==> config.mk <==
export PLATFORM = sky130hd
export DESIGN_NAME = udma_spim_xfer_sched
export DESIGN_NICKNAME = d
export VERILOG_FILES = /design/src/rtl/udma_spim_xfer_sched.sv
export SDC_FILE = /design/constraint.sdc
export NUM_CORES = 1
export LEC_CHECK = 0
export ABC_AREA = 1
export CAP_MARGIN = 20
export CELL_PAD_IN_SITES_DETAIL_PLACEMENT = 1
export CELL_PAD_IN_SITES_GLOBAL_PLACEMENT = 2
export CORE_ASPECT_RATIO = 0.75
export CORE_MARGIN = 2
export CORE_UTILIZATION = 35
export DETAILED_ROUTE_END_ITERATION = 7
export GPL_TIMING_DRIVEN = 1
export PLACE_DENSITY = 0.88
export SLEW_MARGIN = 20
export SYNTH_ARGS = -nofsm -noshare
export SYNTH_HDL_FRONTEND = slang
export SYNTH_SLANG_ARGS = --single-unit
==> constraint.sdc <==
create_clock -name clk_i -period 4.2 [get_ports clk_i]
set_input_delay 1.26 -clock clk_i [delete_from_list [all_inputs] [get_ports clk_i]]
set_output_delay 1.26 -clock clk_i [all_outputs]
set_load 0.1 [all_outputs]
==> src/rtl/udma_spim_xfer_sched.sv <==
// udma_spim_xfer_sched: queues SPI master transfer descriptors and issues them one at a time to the uDMA TX/RX channel config ports
// Ports:
//   clk_i, rstn_i                  clock, asynchronous active-low reset
//   req_valid_i/req_ready_o        descriptor push handshake (ready = queue not full, registered)
//   req_addr_i/size_i/txrxn_i/ds_i descriptor fields (txrxn 1 = TX channel, 0 = RX channel)
//   flush_i                        drop all queued, not yet issued descriptors
//   cfg_{tx,rx}_startaddr/size/datasize_o, cfg_{tx,rx}_en_o   issued descriptor and one-cycle enable pulse
//   cfg_{tx,rx}_en_i/pending_i     channel status (free when both are low)
//   busy_o, level_o                FSM active or queue non-empty; queued descriptor count
//   done_o, done_cnt_o             completion pulse and wrapping completion count
//   err_o                          wait-for-enable timeout pulse
// Optional: define SPIM_SCHED_TIMEOUT_EN to abort a descriptor whose channel does not raise en_i within 255 cycles.
module udma_spim_xfer_sched #(
  parameter int L2_AWIDTH_NOAL = 12,
  parameter int TRANS_SIZE     = 16,
  parameter int DEPTH          = 4
) (
  input  logic                      clk_i,
  input  logic                      rstn_i,
  input  logic                      req_valid_i,
  output logic                      req_ready_o,
  input  logic [L2_AWIDTH_NOAL-1:0] req_addr_i,
  input  logic [TRANS_SIZE-1:0]     req_size_i,
  input  logic                      req_txrxn_i,
  input  logic [1:0]                req_ds_i,
  input  logic                      flush_i,
  output logic [L2_AWIDTH_NOAL-1:0] cfg_tx_startaddr_o,
  output logic [TRANS_SIZE-1:0]     cfg_tx_size_o,
  output logic [1:0]                cfg_tx_datasize_o,
  output logic                      cfg_tx_en_o,
  input  logic                      cfg_tx_en_i,
  input  logic                      cfg_tx_pending_i,
  output logic [L2_AWIDTH_NOAL-1:0] cfg_rx_startaddr_o,
  output logic [TRANS_SIZE-1:0]     cfg_rx_size_o,
  output logic [1:0]                cfg_rx_datasize_o,
  output logic                      cfg_rx_en_o,
  input  logic                      cfg_rx_en_i,
  input  logic                      cfg_rx_pending_i,
  output logic                      busy_o,
  output logic [$clog2(DEPTH):0]    level_o,
  output logic                      done_o,
  output logic [7:0]                done_cnt_o,
  output logic                      err_o
);
  localparam int PW = $clog2(DEPTH);
  localparam int CW = PW + 1;
  localparam int DW = L2_AWIDTH_NOAL + TRANS_SIZE + 3;
  typedef enum logic [1:0] {S_IDLE, S_WAIT_EN, S_WAIT_DONE} state_t;
  state_t                    state;
  logic [DW-1:0]             mem [DEPTH];
  logic [PW-1:0]             wr_ptr, rd_ptr;
  logic [CW-1:0]             count_nxt;
  logic [L2_AWIDTH_NOAL-1:0] head_addr;
  logic [TRANS_SIZE-1:0]     head_size;
  logic                      head_tx;
  logic [1:0]                head_ds;
  logic                      push, issue, fin, tmo, tgt, tgt_en, tgt_free, en_pulse, active_nxt, txrxn_q, err_q;
  assign {head_addr, head_size, head_tx, head_ds} = mem[rd_ptr];
  assign push = req_valid_i && req_ready_o;
  // While idle the head descriptor picks the channel; afterwards the latched in-flight direction does.
  assign tgt = (state == S_IDLE) ? head_tx : txrxn_q;
  assign tgt_en = tgt ? cfg_tx_en_i : cfg_rx_en_i;
  assign tgt_free = !tgt_en && !(tgt ? cfg_tx_pending_i : cfg_rx_pending_i);
  assign en_pulse = cfg_tx_en_o || cfg_rx_en_o;
  // No issue while done_o/err_o is high, so consecutive issues keep an idle cycle after completion.
  assign issue = (state == S_IDLE) && (level_o != '0) && tgt_free && !done_o && !err_q;
  assign fin = (state == S_WAIT_DONE) && tgt_free;
  assign active_nxt = issue || ((state != S_IDLE) && !fin && !tmo);
  assign count_nxt = flush_i ? '0 : level_o + CW'(push) - CW'(issue);
  assign err_o = err_q;
`ifdef SPIM_SCHED_TIMEOUT_EN
  logic [7:0] tmo_cnt;
  // Counter is 0 in the en_o pulse cycle; abort after 254 further cycles without en_i.
  assign tmo = (state == S_WAIT_EN) && !(tgt_en && !en_pulse) && (tmo_cnt == 8'd254);
  always_ff @(posedge clk_i or negedge rstn_i)
    if (!rstn_i) tmo_cnt <= '0;
    else tmo_cnt <= issue ? '0 : (state == S_WAIT_EN) ? tmo_cnt + 8'd1 : tmo_cnt;
`else
  assign tmo = 1'b0;
`endif
  always_ff @(posedge clk_i)
    if (push && !flush_i) mem[wr_ptr] <= {req_addr_i, req_size_i, req_txrxn_i, req_ds_i};
  always_ff @(posedge clk_i or negedge rstn_i) begin
    if (!rstn_i) begin
      wr_ptr      <= '0;
      rd_ptr      <= '0;
      level_o     <= '0;
      req_ready_o <= 1'b1;
    end else begin
      level_o     <= count_nxt;
      req_ready_o <= count_nxt != CW'(DEPTH);
      wr_ptr      <= flush_i ? '0 : wr_ptr + PW'(push);
      rd_ptr      <= flush_i ? '0 : rd_ptr + PW'(issue);
    end
  end
  always_ff @(posedge clk_i or negedge rstn_i) begin
    if (!rstn_i) begin
      state              <= S_IDLE;
      txrxn_q            <= 1'b0;
      cfg_tx_startaddr_o <= '0;
      cfg_tx_size_o      <= '0;
      cfg_tx_datasize_o  <= 2'b10;
      cfg_tx_en_o        <= 1'b0;
      cfg_rx_startaddr_o <= '0;
      cfg_rx_size_o      <= '0;
      cfg_rx_datasize_o  <= 2'b10;
      cfg_rx_en_o        <= 1'b0;
      done_o             <= 1'b0;
      done_cnt_o         <= '0;
      err_q              <= 1'b0;
      busy_o             <= 1'b0;
    end else begin
      cfg_tx_en_o <= issue && head_tx;
      cfg_rx_en_o <= issue && !head_tx;
      done_o      <= fin;
      err_q       <= tmo;
      busy_o      <= active_nxt || (count_nxt != '0);
      if (fin) done_cnt_o <= done_cnt_o + 8'd1;
      if (issue) begin
        txrxn_q <= head_tx;
        if (head_tx) begin
          cfg_tx_startaddr_o <= head_addr;
          cfg_tx_size_o      <= head_size;
          cfg_tx_datasize_o  <= head_ds;
        end else begin
          cfg_rx_startaddr_o <= head_addr;
          cfg_rx_size_o      <= head_size;
          cfg_rx_datasize_o  <= head_ds;
        end
      end
      // en_i is ignored during the en_o pulse cycle itself.
      case (state)
        S_IDLE:      if (issue) state <= S_WAIT_EN;
        S_WAIT_EN:   if (tmo) state <= S_IDLE; else if (tgt_en && !en_pulse) state <= S_WAIT_DONE;
        S_WAIT_DONE: if (fin) state <= S_IDLE;
        default:     state <= S_IDLE;
      endcase
    end
  end
endmodule
==> out/metrics.csv, run 1 <==
stage;metric;value;unit
finish;final core occ;45.3;%
worst_setup_path;R2R cell count;19;
routing;DRT Pass-1 Iters;5;
global_routing;number of global-route vias before repair;6257;
finish;post-route cell area;10500;um2
worst_setup_path;worst r2r src;rd_ptr[0];
synth;flops & latches, synth;207;
finish;final non-filler cell total;1144;
run_status;status;completed;
global_routing;All-Layer GR Usage;18.6;%
global_routing;GRT overflow;0;
finish;most frequent cells in the layout;158 x nand2_1, 124 x edfxtp_1, 109 x clkdlybuf4s50_1, 79 x dfrtp_1, 73 x nor2_1;
placed_design;Cells after DPL;1101;
clock_tree;H-tree levels;1;
routing;WL final;23000;um
worst_setup_path;WP data arrival;4040;ps
placed_design;placed cell area;9720;um2
routing;routed len/inst;20.1;um
global_routing;first-pass GRT wire length;35800;um
clock_tree;Clock Tree Buf Depth;3;
synth;Synth Instances;718;
worst_setup_path;crit path capture type;flop;
routing;via density per instance;5.17;
die;floorplan core area;23100;um2
worst_setup_path;CP max stage delay;770;ps
synth;number of distinct library cells after synthesis;31;
run;max-capacitance violation count;0;
synth;Async S/R FF share, synth;40.1;%
worst_setup_path;CP max stage cell;dfrtp_2;
placed_design;IO Port Bufs;114;
min_path;worst min-delay path startpoint;cfg_rx_datasize_o[1];
finish;Layout Nets;870;
worst_setup_path;critical path, cell by cell;inv_4 > nand2_2 > nand3_2 > nand3_1 > nand3b_1 > nand2_1 > nand3_1 > inv_1 > ha_1 > inv_1 > ha_1 > inv_1 > fa_1 > and3_1 > nor3_1 > nor3_1 > nand2_1 > inv_1 > nand2_1;
clock_tree;clock-pin transition on the worst setup and hold timing paths;60;ps
worst_setup_path;FF-to-FF End;busy_o;
finish;commonest non-fill, non-tap cell in the layout;nand2_1;
timing;Final Critical Period;3600;ps
timing;RSZ-0062 raised after global routing;false;
min_path;Hold Path Stages;2;
worst_setup_path;Setup CP Type;flop to flop;
clock_tree;clk sink count;207;
finish;layout cell share with drive strength beyond 1;9.16;%
synth;number of synthesized flops with an enable pin;124;
clock_tree;Resize count post-CTS;0;
clock_tree;CTS tree;done;
routing;via count;5919;
synth;leading area contributor after synthesis;edfxtp_1;
routing;Final ANT Viol Nets;0;
clock_tree;clock insertion delay at the later pin of the skew report;500;ps
placed_design;hpwl dp;13900;um
clock_tree;post-CTS setup buffers;0;
timing;Tightest Pin Transition;1060;ps
timing;Hold Fails Final Rpt;0;
routing;initial drt markers;472;
min_path;Hold Path Class;flop to flop;
global_routing;initial antenna violation count;3;
worst_setup_path;reg2reg setup slack;600;ps
die;Die Wd;182;um
timing;fin. max-slew vios;0;
worst_setup_path;most used cell, CP;inv_1;
synth;main area contributors after synthesis;edfxtp_1 45%, dfrtp_1 24%, nand2_1 7.2%;
worst_setup_path;startpoint types;flop;
synth;synthesized area per cell;11.5;um2
finish;fill count;2410;
synth;synthesized area;8280;um2
die;Initial Util;35.8;%
timing;fmax;278;MHz
die;io pins;116;
die;Row Count;48;
placed_design;GPL Wtd Cong;0.730;
clock_tree;Root Driver;clkbuf_16;
timing;Setup-failing EPs final;0;
synth;Main synth FF type;edfxtp_1;
routing;DRC;0;
timing;Final TNS setup;0;ps
worst_setup_path;Crit Path Max Fanout;31;
clock_tree;CTS Hold Bufs;0;
global_routing;largest net degree at the start of global routing;76;
timing;Fin Clk Skew;11.8;ps
worst_setup_path;CP Data Required Time;4640;ps
synth;Synth warnings;0;
synth;Synth Net Count;763;
finish;P&R area growth vs syn;26.5;%
synth;Synth top area share;45.0;%
die;die area;24900;um2
timing;crit share post-route;85.8;%
synth;post-synthesis sequential area ratio;70.1;%
clock_tree;TritonCTS buffer count;22;
min_path;Hold Path End;cfg_rx_datasize_o[1];
timing;Max-slew headroom;29.2;%
die;die height;137;um
## layer usage
layer / global-route usage [%] / vias up / routed length (um) / share of wire [%]
met5: 0 / - / 0 / 0
met4: 4.34 / 0 / 386 / 1.7
met3: 4.02 / 31 / 1260 / 5.5
met2: 30.6 / 144 / 10600 / 46
met1: 25.4 / 2993 / 10700 / 47
li1: - / 2751 / - / -
## how the worst max path moves through the flow
stage | from | end | cells past startpoint
after CTS | rd_ptr[0] | busy_o | 19
after floorplan | flush_i | mem[0][0] | 3
final | rd_ptr[0] | busy_o | 19
after global routing | rd_ptr[0] | busy_o | 19
after global placement | cfg_rx_pending_i | busy_o | 17
after detailed placement | cfg_rx_pending_i | busy_o | 17
## metrics by stage
step                      hold WS [ps]  worst slack (ps)
after global placement             459               357
after global routing               486               220
after detailed placement           465               227
final                              475               597
after CTS                          479               582
after floorplan                    456              -149
## cell families after synthesis
| kind of cell | count (synthesis) | share of synthesized area (%) |
|---|---|---|
| AND/OR/NAND/NOR | 335 | 18.3 |
| flip-flops | 207 | 70.1 |
| AO/OA/AOI/OAI | 92 | 6.02 |
| buffers and inverters | 69 | 3.67 |
| XOR/XNOR | 8 | 0.846 |
| adder cells (fa/ha/maj) | 6 | 0.998 |
| other | 1 | 0.0453 |
## worst max-delay path: cells and delay by family (launching register included)
kind	cells	cell delay, ps
AND/OR/NAND/NOR	11	1460
flip-flops	1	770
adder cells (fa/ha/maj)	3	740
buffers and inverters	5	570
## cells in the mapped netlist (3+ instances only)
library cell and count:
xor2_1 4, edfxtp_1 124, nand3_1 17, or2_2 3, inv_1 20, nand2_2 6
nand4_1 63, o21ai_0 61, ha_1 5, dfrtp_1 80, o22ai_1 30, nand3b_1 3
nor3_1 7, clkbuf_1 29, buf_2 13, nand2_1 158, dfstp_2 3, nor2_1 73
xnor2_1 4
## sequential cells by signal (all words and copies together) (netlist names)
| signal | flops |
|---|---|
| cfg_tx_datasize_o | 2 |
| done_o | 1 |
| txrxn_q | 1 |
| mem | 124 |
| cfg_tx_startaddr_o | 12 |
| cfg_rx_startaddr_o | 12 |
| busy_o | 1 |
| cfg_rx_size_o | 16 |
| cfg_rx_datasize_o | 2 |
| cfg_rx_en_o | 1 |
| wr_ptr | 2 |
| level_o | 3 |
| cfg_tx_en_o | 1 |
| rd_ptr | 2 |
| req_ready_o | 1 |
| cfg_tx_size_o | 16 |
| done_cnt_o | 8 |
| state | 2 |
## layout make-up
class / instances / area [um2] / area share [%]
sequential: 207 / 5810 / 55.5
multi-input combinational: 442 / 2190 / 20.9
timing repair buffer: 129 / 1270 / 12.1
clock buffer: 30 / 632 / 6.04
tap: 300 / 375 / 3.59
clock inverter: 10 / 98.8 / 0.944
inverter: 23 / 88.8 / 0.849
antenna: 3 / 7.51 / 0.0717
Power of run 1 is not shown: default switching activity piles up to over one toggle a cycle in this logic, so the estimate is an artifact.
==> inputs of run 2 (changes only) <==
HOLD_SLACK_MARGIN = 0.05   (was not set)
==> results of run 2 <==
No change in the layout: final DEF, timing and power equal those of run 1.
Power of run 2 is left out for the same reason.
==> inputs of run 3 (changes only) <==
SKIP_LAST_GASP = 1   (was not set)
==> results of run 3 <==
No change in the layout: final DEF, timing and power equal those of run 1.
Power of run 3 is left out for the same reason.
